### config.mk
export PLATFORM = sky130hd
export DESIGN_NAME = acc_stack_unit
export DESIGN_NICKNAME = d
export VERILOG_FILES = /design/src/rtl/acc_stack_unit.sv
export SDC_FILE = /design/constraint.sdc
export NUM_CORES = 1
export LEC_CHECK = 0
export BUFFER_PORTS_ARGS = -buffer_cell sky130_fd_sc_hd__buf_2
export CAP_MARGIN = 30
export CORE_ASPECT_RATIO = 0.75
export CORE_MARGIN = 8
export CORE_UTILIZATION = 55
export CTS_CLUSTER_DIAMETER = 120
export DETAILED_ROUTE_END_ITERATION = 6
export PLACE_DENSITY_LB_ADDON = 0.3
export SLEW_MARGIN = 20
export SYNTH_ARGS = -nofsm -noshare
export SYNTH_HDL_FRONTEND = slang
export SYNTH_SLANG_ARGS = --single-unit
### constraint.sdc
create_clock -name clk -period 3.4 [get_ports clk]
set_input_delay 0.34 -clock clk [delete_from_list [all_inputs] [get_ports clk]]
set_output_delay 0.34 -clock clk [all_outputs]
set_load 0.005 [all_outputs]
### src/rtl/acc_stack_unit.sv
// acc_stack_unit: working accumulator with load-source / shift select, plus a
// small LIFO save/restore stack of accumulator values with status and a sticky
// overflow/underflow error flag. All outputs come straight from registered state.
module acc_stack_unit #(
   parameter  int WIDTH = 8,
   parameter  int IMM_W = 4,
   parameter  int DEPTH = 4,
   localparam int CNT_W = $clog2(DEPTH + 1)
) (
   input  logic             clk,
   input  logic             clb,
   input  logic [WIDTH-1:0] aluin,
   input  logic [WIDTH-1:0] regin,
   input  logic [IMM_W-1:0] imm,
   input  logic [2:0]       selacc,
   input  logic             loadacc,
   input  logic             push,
   input  logic             pop,
   input  logic             clr_err,
   output logic [WIDTH-1:0] accout,
   output logic             zero,
   output logic             neg,
   output logic [CNT_W-1:0] stk_cnt,
   output logic             stk_full,
   output logic             stk_empty,
   output logic             stk_err
);

   localparam int IDX_W = $clog2(DEPTH);

   typedef enum logic [2:0] {
      SEL_ALU  = 3'b000,
      SEL_HOLD = 3'b001,
      SEL_REG  = 3'b010,
      SEL_IMMZ = 3'b011,
      SEL_IMMS = 3'b100,
      SEL_SHL  = 3'b101,
      SEL_SHR  = 3'b110,
      SEL_ASR  = 3'b111
   } sel_e;

   logic [WIDTH-1:0] acc_q, acc_d;
   logic [CNT_W-1:0] cnt_q, cnt_d;
   logic             err_q, err_d;
   logic [WIDTH-1:0] mem_q [DEPTH];

   logic [WIDTH-1:0] load_val;
   logic [IDX_W-1:0] top_idx, mem_wr_idx;
   logic             full, empty;
   logic             do_push, do_pop, do_swap, err_evt, mem_wr_en;

   assign full    = (cnt_q == CNT_W'(DEPTH));
   assign empty   = (cnt_q == '0);
   assign top_idx = IDX_W'(cnt_q - CNT_W'(1));

   // Decode stack requests into the accepted operation and any error event.
   always_comb begin
      do_push = push & ~pop & ~full;
      do_pop  = pop & ~push & ~empty;
      do_swap = push & pop & ~empty;
      err_evt = (push & ~pop & full) | (pop & ~push & empty) | (push & pop & empty);
   end

   // Select the value loadacc would write, from sources or shifts of acc.
   always_comb begin
      load_val = acc_q;
      case (sel_e'(selacc))
         SEL_ALU:  load_val = aluin;
         SEL_HOLD: load_val = acc_q;
         SEL_REG:  load_val = regin;
         SEL_IMMZ: load_val = WIDTH'(imm);
         SEL_IMMS: load_val = WIDTH'($signed(imm));
         SEL_SHL:  load_val = {acc_q[WIDTH-2:0], 1'b0};
         SEL_SHR:  load_val = {1'b0, acc_q[WIDTH-1:1]};
         SEL_ASR:  load_val = {acc_q[WIDTH-1], acc_q[WIDTH-1:1]};
      endcase
   end

   // Next-state for acc, count and error: a stack restore outranks loadacc.
   always_comb begin
      acc_d      = acc_q;
      cnt_d      = cnt_q;
      mem_wr_en  = do_push | do_swap;
      mem_wr_idx = do_swap ? top_idx : IDX_W'(cnt_q);
      if (do_pop || do_swap) begin
         acc_d = mem_q[top_idx];
      end else if (loadacc) begin
         acc_d = load_val;
      end
      if (do_push) begin
         cnt_d = cnt_q + CNT_W'(1);
      end else if (do_pop) begin
         cnt_d = cnt_q - CNT_W'(1);
      end
      // A new error in the same cycle as clr_err leaves the flag set.
      err_d = err_evt ? 1'b1 : (clr_err ? 1'b0 : err_q);
   end

   // Architectural state with synchronous reset taking priority over everything.
   // NOTE: sequential state uses non-blocking assignments so every register
   // samples pre-edge values regardless of block ordering.
   always_ff @(posedge clk) begin
      if (clb) begin
         acc_q <= '0;
         cnt_q <= '0;
         err_q <= 1'b0;
      end else begin
         acc_q <= acc_d;
         cnt_q <= cnt_d;
         err_q <= err_d;
      end
   end

   // Stack storage: write the pre-edge accumulator on push or swap.
   // NOTE: storage is deliberately not reset; entries above stk_cnt are never
   // read, so clearing them would only cost reset fan-out.
   always_ff @(posedge clk) begin
      if (mem_wr_en) begin
         mem_q[mem_wr_idx] <= acc_q;
      end
   end

   assign accout    = acc_q;
   assign zero      = (acc_q == '0);
   assign neg       = acc_q[WIDTH-1];
   assign stk_cnt   = cnt_q;
   assign stk_full  = full;
   assign stk_empty = empty;
   assign stk_err   = err_q;

endmodule

Yosys cells after proc, flatten, opt, wreduce, memory -nomap -nowiden
Memory sizes are Yosys's and may differ from the RTL's.
Cells that the tools add are included.
{"block": "totals", "register_bits": 12, "in_bits": 29, "out_inout_bits": 16, "mem_bits_rw": 32, "n_memories": 1, "wordCells": 52}
{"block": "op_classes", "n_reduce_logical": 9, "add_sub_neg": 2, "bitwise_logic": 16, "eq_ne": 10, "muxes": 10}
{"memory": "mem_q", "words": 4, "word_bits": 8, "rd": 1, "rd_ports_with_merged_regs": 0, "wr": 1, "line": "45", "text": "logic [WIDTH-1:0] mem_q [DEPTH];"}
{"operator": "$pmux 8 s7", "count": 1}
{"operator": "$mux 8", "count": 2}
{"operator": "$eq 3x3->1 const B", "count": 5}
{"operator": "$and 1x1->1", "count": 9}
{"operator": "$logic_not 8->1", "count": 1}
{"operator": "$eq 3x2->1 const B", "count": 2}
{"operator": "$logic_not 3->1", "count": 2}
{"operator": "$mux 3", "count": 2}
{"operator": "$reduce_bool 2->1", "count": 3}
{"operator": "$mux 1", "count": 4}
{"operator": "$ne 2x2->1 const B", "count": 2}
{"operator": "$not 1->1", "count": 4}
{"operator": "$add 3x1->3 const B", "count": 1}
{"operator": "$eq 3x1->1 const B", "count": 1}
{"operator": "$or 1x1->1", "count": 3}
{"operator": "$reduce_and 3->1", "count": 1}
{"operator": "$sub 3x1->3 const B", "count": 1}
{"operator": "$mux 2", "count": 1}
{"operator": "$reduce_and 2->1", "count": 1}
{"operator": "$logic_or 1x1->1", "count": 1}

Longest topological paths before layout
{"block": "logic_depth", "depth_word": 6, "depth_mapped": 8, "ltp_nobuf": 7}

Worst setup path after synthesis
No wires, ideal clock.
{"block": "synth_path", "path_type": "reg-to-reg", "start": "reg cnt_q[0] (netlist: stk_cnt[0])", "end": "mem mem_q[2][0] (enable)", "path_buffers": 2, "stages_incl_launch_ff": 8, "t_required_ps": 3030, "arrival_time_ps": 1834, "synth_period_minus_slack_ps": 2204, "setup_slack_ps": 1196, "setup_ps": 370, "path_cell_list": "dfxtp_1 > buf_6 > inv_1 > ha_1 > buf_2 > nor3b_1 > o21ai_0 > nor2_1"}
{"block": "synth_via", "elab_chain_len": 6, "elab_cells_between_ends": 11, "cone_classes": "add/sub (1); eq/ne (1); mux (3); bitwise (5); reduce/logical (1)"}
{"item": "start, declared", "line": "43", "text": "logic [CNT_W-1:0] cnt_q, cnt_d;"}
{"item": "start signal, assigned", "line": "109", "text": "cnt_q <= cnt_d;"}
{"item": "$eq 3x3->1 or $logic_not 3->1 (tied branches)", "line": "52, 53"}
{"item": "$not 1->1 (on tied branches)", "line": "58, 60"}
{"item": "$and 1x1->1 (on tied branches)", "line": "58, 60"}
{"item": "$or 1x1->1", "line": "83", "text": "mem_wr_en = do_push | do_swap;"}
{"item": "$mux 1", "line": "118", "text": "if (mem_wr_en) begin"}
{"item": "$mux 1 (not written as such)", "line": "119", "text": "mem_q[mem_wr_idx] <= acc_q;"}
{"item": "end, declared", "line": "45"}
Parallel ways exist; a longest one is shown, timed or not.

Worst setup path in the final report
{"block": "layout_path", "start": "reg cnt_q[0] (netlist: stk_cnt[0])", "end": "mem mem_q[1][7] (enable)"}
The elaborated chain is that of the path after synthesis.

==> impl_metrics.env <==
export IMPL_hp_start="clr_err"
export IMPL_leakage_nw=1.02
export IMPL_die_area_um2=6650
export IMPL_drc=0
export IMPL_die_y_um=72.6
export IMPL_fmaxAchievable_ghz=0.400
export IMPL_grt_pass1_wl_um=9340
export IMPL_top_level_ports=45
export IMPL_chipWidth_um=91.5
export IMPL_setup_worst_path_end_class="flop"
export IMPL_crit_chain="buf_4 -> inv_1 -> ha_1 -> nand2_1 -> o32ai_1 -> nand2_1 -> nor2_1"
export IMPL_antenna_cells=0
export IMPL_avgSynthCellArea_um2=12.1
export IMPL_fin_setup_tns_ns=0
export IMPL_finalSetupViolations=0
export IMPL_layout_drive_gt1_share=0.247
export IMPL_slew_headroom=0.541
export IMPL_num_fill_cells=307
export IMPL_layout_min_cycle_time_ns=2.50
export IMPL_hold_class="input port to flop"
export IMPL_peakVddDrop_mv=0.332
export IMPL_antenna_found_initial=0
export IMPL_period_share=0.736
export IMPL_cts_sinks=44
export IMPL_grt_start_max_net_pins=23
export IMPL_grtUsageTotal=0.183
export IMPL_synthArstFlopShare=0
export IMPL_htreeDepth=2
export IMPL_worst_ep_required_time_ns=3.34
export IMPL_slowest_delay_ns=0.59
export IMPL_cpMostUsedCell="nand2_1"
export IMPL_synth_top_area_share=0.409
export IMPL_worst_pin_slew_ns=0.685
export IMPL_synth_commonest_cells="32 x edfxtp_1, 16 x nor2_1, 12 x dfxtp_1, 12 x nand2_1, 10 x nand2b_1"
export IMPL_cts_tree="done"
export IMPL_synth_largest_area_cell="edfxtp_1"
export IMPL_cts_buffer_depth=2
export IMPL_r2r_start="stk_cnt[0]"
export IMPL_dpl_hpwl_um=4310
export IMPL_yosysMostFrequentCell="edfxtp_1"
export IMPL_cts_root_buf="clkbuf_8"
export IMPL_critPathTopFamily="simple AND/OR/NAND/NOR gates"
export IMPL_synth_area_leaders="edfxtp_1 41%, dfxtp_1 10%, mux4_1 6.7%"
export IMPL_maxCapViolCount=0
export IMPL_core_um2=4080
export IMPL_finClkSkew_ns=0.00356
export IMPL_status="finished clean"
export IMPL_viasPerCell=6.33
export IMPL_wire_per_inst_um=20.6
export IMPL_path_class="flop to flop"
export IMPL_drt_iter0_drc=190
export IMPL_layout_nets=266
export IMPL_synth_edf_count=32
export IMPL_cp_slowest_cell="ha_1"
export IMPL_drv_slew=0
export IMPL_port_buffer_count=44
export IMPL_ys_flop_type="edfxtp_1"
export IMPL_crit_fanout=13
export IMPL_cts_setup_buffers=0
export IMPL_syn_num_nets=227
export IMPL_design_area_um2=2680
export IMPL_layout_cells_non_filler=290
export IMPL_cp_startpoint="stk_cnt[0]"
export IMPL_syn_inst=195
export IMPL_num_vias=1836
export IMPL_cts_buffers=5
export IMPL_path_buf_inv=2
export IMPL_cellPowerDensity_nw_per_um2=553
export IMPL_area_delta_synth_final_pct=13.8
export IMPL_yosysWarningCount=0
export IMPL_hold_viol=0
export IMPL_routed_wirelength_um=5970
export IMPL_cts_hold_buf=0
export IMPL_grt_setup_unrepaired="no"
export IMPL_dpl_instance_area_um2=2560
export IMPL_synth_seq_cells=44
export IMPL_drt_pre_antenna_iters=4
export IMPL_grt_pass1_vias=1701
export IMPL_initial_core_util=0.577
export IMPL_worstSkewPairLatency_ns=0.30
export IMPL_grt_ovfl_total=0
export IMPL_yosysUniqueCellTypes=50
export IMPL_synth_seq_area_share=0.511
export IMPL_syn_area_um2=2350
export IMPL_clk_pin_slew_ns=0.09
export IMPL_drtAntennaViolNets=0
export IMPL_dp_cells=282
export IMPL_start_kind="flop"
export IMPL_place_congestion=0.886
export IMPL_postCtsResizedCells=0
export IMPL_rows=20
export IMPL_arrival_ns=2.44
==> worst register-to-register path: cells and delay by family, from the launching register on <==
kind	cells	cell delay, ns
adders and majority gates	1	0.59
AOI/OAI and AO/OA	1	0.14
DFF	1	0.31
buffers and inverters	2	0.36
and+or+nand+nor	3	0.74
==> report_power, final <==
part | internal (mW) | leakage, nW | switching (mW)
clock | 0.221 | 0.0548 | 0.186
sequential | 0.650 | 0.397 | 0.0660
combinational | 0.166 | 0.565 | 0.189
==> state kept, by name, indices dropped and copies added, names as in the netlist <==
| register | count |
|---|---|
| accout | 8 |
| mem_q | 32 |
| stk_cnt | 3 |
| stk_err | 1 |
==> cell usage in the layout (no fill, tap or decap), types with 4 or more instances in the layout <==
master    netlist  layout
dfxtp_1        12      12
nor2_1         16      16
mux4_1          6       6
a21oi_1         8       8
clkbuf_8        0       5
nor3b_1         6       6
nand2_1        12      12
a311o_1         6       6
inv_1           8       8
or3_1           4       4
buf_2           7      44
edfxtp_1       32      32
nand2b_1       10      10
==> per-stage QoR <==
step | hold WS, ns | power [mW] | setup slack [ns] | utilization
2_1_floorplan | 0.530 | 0.951 | 1.20 | -
3_3_place_gp | 0.573 | 1.07 | 1.04 | 0.628
3_5_place_dp | 0.584 | 1.08 | 0.882 | 0.628
4_1_cts | 0.333 | 1.48 | 0.899 | 0.656
5_1_grt | 0.382 | 1.54 | 0.734 | 0.656
6_report | 0.337 | 1.48 | 0.899 | 0.656
==> logic make-up after synthesis <==
group | Yosys count | share of synthesized area
DFF | 44 | 0.511
adders and majority gates | 3 | 0.0160
muxes | 9 | 0.0910
AOI/OAI and AO/OA | 43 | 0.147
xor gates and xnor gates | 5 | 0.0186
buffers and inverters | 21 | 0.0500
and+or+nand+nor | 70 | 0.167
==> final timing paths <==
path / slack (ns) / depth (start not counted) / end
hold reg to reg: 0.59 / 3 / stk_err
setup reg to reg: 0.90 / 7 / mem_q[1][7]
setup / recovery: 0.90 / 7 / mem_q[1][7]
hold / removal: 0.34 / 4 / stk_err
==> layout make-up <==
cell class                 instances  area, um^2  area share
inverter                           8        30.0      0.0112
clock buffer                       5        68.8      0.0257
multi-input combinational        130        1030       0.386
sequential                        44        1200       0.449
tap                               55        68.8      0.0257
clock inverter                     3        46.3      0.0173
timing repair buffer              45         228      0.0851
==> layer usage <==
metal  wire, um  track usage  vias up
met1       2610        0.261      871
met2       2550        0.258      115
met5          0            0        -
li1           -            -      832
met4         96       0.0615        0
met3        716       0.0514       18
(Power assumes the default switching activity.)
